===== src/rtl/core_debug_controller.sv =====
// Run-control and debug sequencer for the single-cycle core: halt/run/step,
// PC breakpoint, retired-instruction counter and a streaming register dump.
module core_debug_controller #(
    parameter int unsigned NUM_REGS = 32
) (
    input  logic        clk,
    input  logic        reset,
    input  logic        run_req,
    input  logic        halt_req,
    input  logic        step_req,
    input  logic        dump_req,
    input  logic        bp_en,
    input  logic [31:0] bp_addr,
    input  logic [31:0] PC,
    input  logic [31:0] Debug_out,
    input  logic [4:0]  dbg_sel_in,
    output logic        core_en,
    output logic [4:0]  Debug_source_select,
    output logic [31:0] dump_data,
    output logic [4:0]  dump_idx,
    output logic        dump_valid,
    input  logic        dump_ready,
    output logic        dump_done,
    output logic        halted,
    output logic        bp_hit,
    output logic [31:0] instr_count
);

    localparam int unsigned DATA_W = 32;
    localparam int unsigned IDX_W  = 5;
    localparam logic [IDX_W-1:0] LAST_IDX = IDX_W'(NUM_REGS - 1);

    typedef enum logic [2:0] {
        HALTED    = 3'd0,
        RUNNING   = 3'd1,
        STEP      = 3'd2,
        DUMP_SEL  = 3'd3,
        DUMP_WAIT = 3'd4
    } state_e;

    state_e              state_q, state_d;
    logic [IDX_W-1:0]    idx_q, idx_d;
    logic                resume_q, resume_d;
    logic                bp_hit_q, bp_hit_d;
    logic                halted_q, halted_d;
    logic                dump_valid_q, dump_valid_d;
    logic                dump_done_q, dump_done_d;
    logic [DATA_W-1:0]   dump_data_q, dump_data_d;
    logic [IDX_W-1:0]    dump_idx_q, dump_idx_d;
    logic [DATA_W-1:0]   instr_count_q, instr_count_d;
    logic                bp_match;

    // Breakpoint is suppressed on the first running cycle so a resume executes the bp instruction
    assign bp_match = bp_en && (PC == bp_addr) && !resume_q;

    // Core clock enable: one cycle in STEP, free-running in RUNNING unless halted or at breakpoint
    always_comb begin
        core_en = 1'b0;
        case (state_q)
            STEP:    core_en = 1'b1;
            RUNNING: core_en = !halt_req && !bp_match;
            default: core_en = 1'b0;
        endcase
    end

    // Debug read select: dump walker owns the port while dumping, host otherwise
    always_comb begin
        Debug_source_select = dbg_sel_in;
        case (state_q)
            DUMP_SEL:  Debug_source_select = idx_q;
            DUMP_WAIT: Debug_source_select = dump_idx_q;
            default:   Debug_source_select = dbg_sel_in;
        endcase
    end

    // Next-state and registered-output logic
    always_comb begin
        state_d       = state_q;
        idx_d         = idx_q;
        resume_d      = resume_q;
        bp_hit_d      = bp_hit_q;
        dump_valid_d  = dump_valid_q;
        dump_done_d   = 1'b0;
        dump_data_d   = dump_data_q;
        dump_idx_d    = dump_idx_q;
        instr_count_d = core_en ? instr_count_q + DATA_W'(1) : instr_count_q;

        case (state_q)
            HALTED: begin
                if (dump_req) begin
                    state_d = DUMP_SEL;
                    idx_d   = '0;
                end else if (step_req) begin
                    state_d  = STEP;
                    bp_hit_d = 1'b0;
                end else if (run_req) begin
                    state_d  = RUNNING;
                    resume_d = 1'b1;
                    bp_hit_d = 1'b0;
                end
            end
            STEP: begin
                state_d = HALTED;
            end
            RUNNING: begin
                resume_d = 1'b0;
                if (halt_req) begin
                    state_d = HALTED;
                end else if (bp_match) begin
                    state_d  = HALTED;
                    bp_hit_d = 1'b1;
                end
            end
            DUMP_SEL: begin
                dump_data_d  = Debug_out;
                dump_idx_d   = idx_q;
                dump_valid_d = 1'b1;
                state_d      = DUMP_WAIT;
            end
            DUMP_WAIT: begin
                if (dump_valid_q && dump_ready) begin
                    dump_valid_d = 1'b0;
                    if (idx_q == LAST_IDX) begin
                        dump_done_d = 1'b1;
                        state_d     = HALTED;
                    end else begin
                        idx_d   = idx_q + IDX_W'(1);
                        state_d = DUMP_SEL;
                    end
                end
            end
            default: begin
                state_d = HALTED;
            end
        endcase

        halted_d = (state_d == HALTED);
    end

    // State and output registers; reset aborts any run or dump
    always_ff @(posedge clk or negedge reset) begin
        if (!reset) begin
            state_q       <= HALTED;
            idx_q         <= '0;
            resume_q      <= 1'b0;
            bp_hit_q      <= 1'b0;
            halted_q      <= 1'b1;
            dump_valid_q  <= 1'b0;
            dump_done_q   <= 1'b0;
            dump_data_q   <= '0;
            dump_idx_q    <= '0;
            instr_count_q <= '0;
        end else begin
            state_q       <= state_d;
            idx_q         <= idx_d;
            resume_q      <= resume_d;
            bp_hit_q      <= bp_hit_d;
            halted_q      <= halted_d;
            dump_valid_q  <= dump_valid_d;
            dump_done_q   <= dump_done_d;
            dump_data_q   <= dump_data_d;
            dump_idx_q    <= dump_idx_d;
            instr_count_q <= instr_count_d;
        end
    end

    assign dump_data   = dump_data_q;
    assign dump_idx    = dump_idx_q;
    assign dump_valid  = dump_valid_q;
    assign dump_done   = dump_done_q;
    assign halted      = halted_q;
    assign bp_hit      = bp_hit_q;
    assign instr_count = instr_count_q;

endmodule


===== config.mk =====
export PLATFORM = sky130hd
export DESIGN_NAME = core_debug_controller
export DESIGN_NICKNAME = d
export VERILOG_FILES = /design/src/rtl/core_debug_controller.sv
export SDC_FILE = /design/constraint.sdc
export NUM_CORES = 1
export LEC_CHECK = 0
export ABC_CLOCK_PERIOD_IN_PS = 3100
export CAP_MARGIN = 20
export CORE_ASPECT_RATIO = 1.2
export CORE_MARGIN = 5
export CORE_UTILIZATION = 40
export DETAILED_ROUTE_END_ITERATION = 12
export HOLD_SLACK_MARGIN = 0.03
export PLACE_DENSITY = 0.89
export SLEW_MARGIN = 20
export SYNTH_ARGS = -nofsm -noshare
export SYNTH_HDL_FRONTEND = slang
export SYNTH_SLANG_ARGS = --single-unit
export TNS_END_PERCENT = 1

===== constraint.sdc =====
create_clock -name clk -period 3.1 [get_ports clk]
set_input_delay 0.31 -clock clk [delete_from_list [all_inputs] [get_ports clk]]
set_output_delay 0.31 -clock clk [all_outputs]
set_load 0.1 [all_outputs]

==> flow_summary.ini <==
[setup_path]
crit_fanout = 2
worstPathRequired_ns = 2.79
crit_arrival_ns = 2.13
reg2regPathDepth = 7
end_kind = output port
startpoint_type = input pin
reg2reg_slack_ns = 0.73
setup.worst_path.start = PC[17]
criticalPathCategory = in2out
r2r_start = instr_count[1]
r2r-end = instr_count[22]
crit_end = core_en

[run_status]
status = complete, no violations

[placement]
dpl.hpwl_um = 9885
placed_cells = 788
pre_cts_ws_ns = 0.5509
portBuffers = 187
place_area_sq_mm = 0.006269
gp_congestion = 0.8313

[global_route]
antenna_found_initial = 0
grt_pass1_vias = 4307
grt-ovfl-total = 0
grt_pass1_wl_um = 20890
grt_usage = 0.1980
grt_max_degree = 83

[clock_network]
cts_max_level = 3
clk_latency_ns = 0.34
root_buffer = clkbuf_16
clkTransAtPathRegs_ns = 0.06
ctsResizeCount = 0
cts-buffers-inserted = 9
post_cts_buffers = 0
cts_sinks = 82
ctsLongestPathBuffers = 2
cts_hold_buf = 0
cts_tree = built

[die]
die_h_um = 123.6
chipWidth_um = 104.7
core_sq_mm = 0.01052
dieArea_sq_mm = 0.01294
initial_core_util = 0.4090
ioPinCount = 188
num_rows = 41

[timing]
timing.final.ws_setup_ns = 0.6555
worst_slew_pin_slew_ns = 1.007
fin_skew_ns = 0.006705
fmax_mhz = 409.1
rsz0062_at_grt = no
setup_viol = 0
min_period_over_period = 0.7886
fin_setup_tns_ns = 0
min_period_ns = 2.445
report.final.slew_viol_count = 0
max_slew_margin = 0.3265
hold_viol = 0

[synth]
synth_nets = 598
synth_area_sq_mm = 0.004302
yosys_most_used_dff = dfrtp_1
yosysSeqAreaShare = 0.4773
synth_edf_count = 0
ys_ff_latch = 82
yosysWarningCount = 0
synth.avg_cell_area_sq_um = 8.851
yosysUniqueCellTypes = 48
postSynth.asyncResetShare = 1.000
syn_inst = 486

[final_layout]
diodes = 0
layout.nets = 782
drive_gt1_frac = 0.1053
area_growth_pct = 53.43
fin_cells = 803
finish.instance_area_sq_mm = 0.006600

[pwr]
clkPwrFrac = 0.168
powerDensity_mw_per_mm2 = 1060
comb_power_share = 0.595
seqPwrFrac = 0.238
p_sw_mw = 3.815
switching_share = 0.5453
vdd_ir_drop_max_uv = 1010
p_leak_nw = 2.853
total_power_mw = 6.997
intPower_mw = 3.181

[worst_hold_path]
hold_class = in2async

[route]
drtIter0Drc = 147
drt-total-wl_um = 12950
drtAntennaViolNets = 0
via_per_inst = 5.191
via_count = 4168
drc = 0
detail_route.wl_per_cell_um = 16.13
drt_pass1_iterations = 5

[flow_run]
cap_violations = 0
[cell usage after synthesis (5+ instances only)]
library cell	instances	area (sq um)
a21oi_1	23	115.1
a32oi_1	5	43.79
and3_1	10	62.56
clkbuf_1	14	52.55
dfrtp_1	81	2027
inv_1	8	30.03
nand2_1	154	578.1
nand3_1	19	95.09
nand4_1	13	81.33
nor2_1	13	48.80
nor3_1	24	120.1
o21ai_0	5	25.02
xnor2_1	50	437.9
xor2_1	9	78.83
[area by class of cell]
cell class              count  area [sq um]
fillers                   847          3916
well taps                 129         161.4
multi-input cells         375          2120
clock buffers              11         252.7
flip-flops and latches     82          2053
clock inverters             4         75.07
repair buffers            194          1908
inverters                   8         30.03
[worst min path at each step]
stage | startpoint | end | slack [ns] | depth (start not counted)
2_1_floorplan | reset | bp_hit | 0.01 | 0
3_3_place_gp | dump_data[28] | dump_data[28] | 0.46 | 2
3_5_place_dp | dump_data[4] | dump_data[4] | 0.46 | 2
4_1_cts | reset | instr_count[7] | 0.20 | 1
5_1_grt | reset | instr_count[4] | 0.1 | 1
6_report | reset | instr_count[4] | 0.03 | 1
[cells in the final DEF (no fill, tap or decap), types with 3 or more instances in the layout]
master | synthesis | final
and3_1 | 10 | 10
ha_1 | 3 | 3
a21o_1 | 4 | 4
a32oi_1 | 5 | 5
nor2b_1 | 4 | 4
nand2_1 | 154 | 154
clkbuf_16 | 0 | 9
inv_1 | 8 | 8
o21ai_0 | 5 | 5
and2_1 | 3 | 3
nand3_1 | 19 | 19
xor2_1 | 9 | 9
nor3_1 | 24 | 24
buf_12 | 0 | 6
nor2_1 | 13 | 13
a21oi_1 | 23 | 23
nand4_1 | 13 | 13
buf_4 | 0 | 38
a41oi_1 | 3 | 3
xnor2_1 | 50 | 50
dfrtp_1 | 81 | 81
clkdlybuf4s50_1 | 0 | 149
o311ai_0 | 4 | 4
[per-stage QoR]
step | hold WS (ns) | utilization
finish | 0.02709 | 0.6276
global route | 0.09528 | 0.6276
CTS | 0.1958 | 0.6272
detailed placement | 0.4611 | 0.5961
global placement | 0.4588 | 0.5961
floorplan | 0.01441 | -
[flip-flops by register name (all words and copies together) (netlist names)]
| name | flops |
|---|---|
| dump_idx | 5 |
| bp_hit | 1 |
| dump_data | 32 |
| idx_q | 5 |
| halted | 1 |
| resume_q | 1 |
| instr_count | 32 |
| dump_done | 1 |
| dump_valid | 1 |
| state_q | 3 |
[kinds of logic after synthesis]
| family | synth area share |
|---|---|
| and+or+nand+nor | 0.2775 |
| xor gates and xnor gates | 0.1201 |
| AOI/OAI and AO/OA | 0.08406 |
| buffers and inverters | 0.02996 |
| muxes | 0.002327 |
| adders and majority gates | 0.008727 |
| DFF | 0.4773 |
[layer usage]
metal	routed length (um)	track usage	vias up
met2	6945	0.3641	167
li1	-	-	2016
met4	244	0.07434	0
met5	0	0	-
met1	4788	0.2177	1967
met3	972	0.05599	18
[power by group through the flow]
stage	clock network (mW)	logic (mW)	registers (mW)
floorplan	0	1.08	3.63
global placement	0	4.11	1.66
detailed placement	0	4.17	1.67
CTS	1.19	4.18	1.66
global route	1.24	4.36	1.71
finish	1.17	4.16	1.66
[worst max-delay path, stage by stage]
cell and delay, ns:
clkdlybuf4s50_1 0.48, xnor2_1 0.13, nand4_1 0.14, nor4_2 0.44, nand3_2 0.11, a21oi_1 0.24
inv_1 0.11, buf_12 0.17
(Power assumes the default switching activity.)
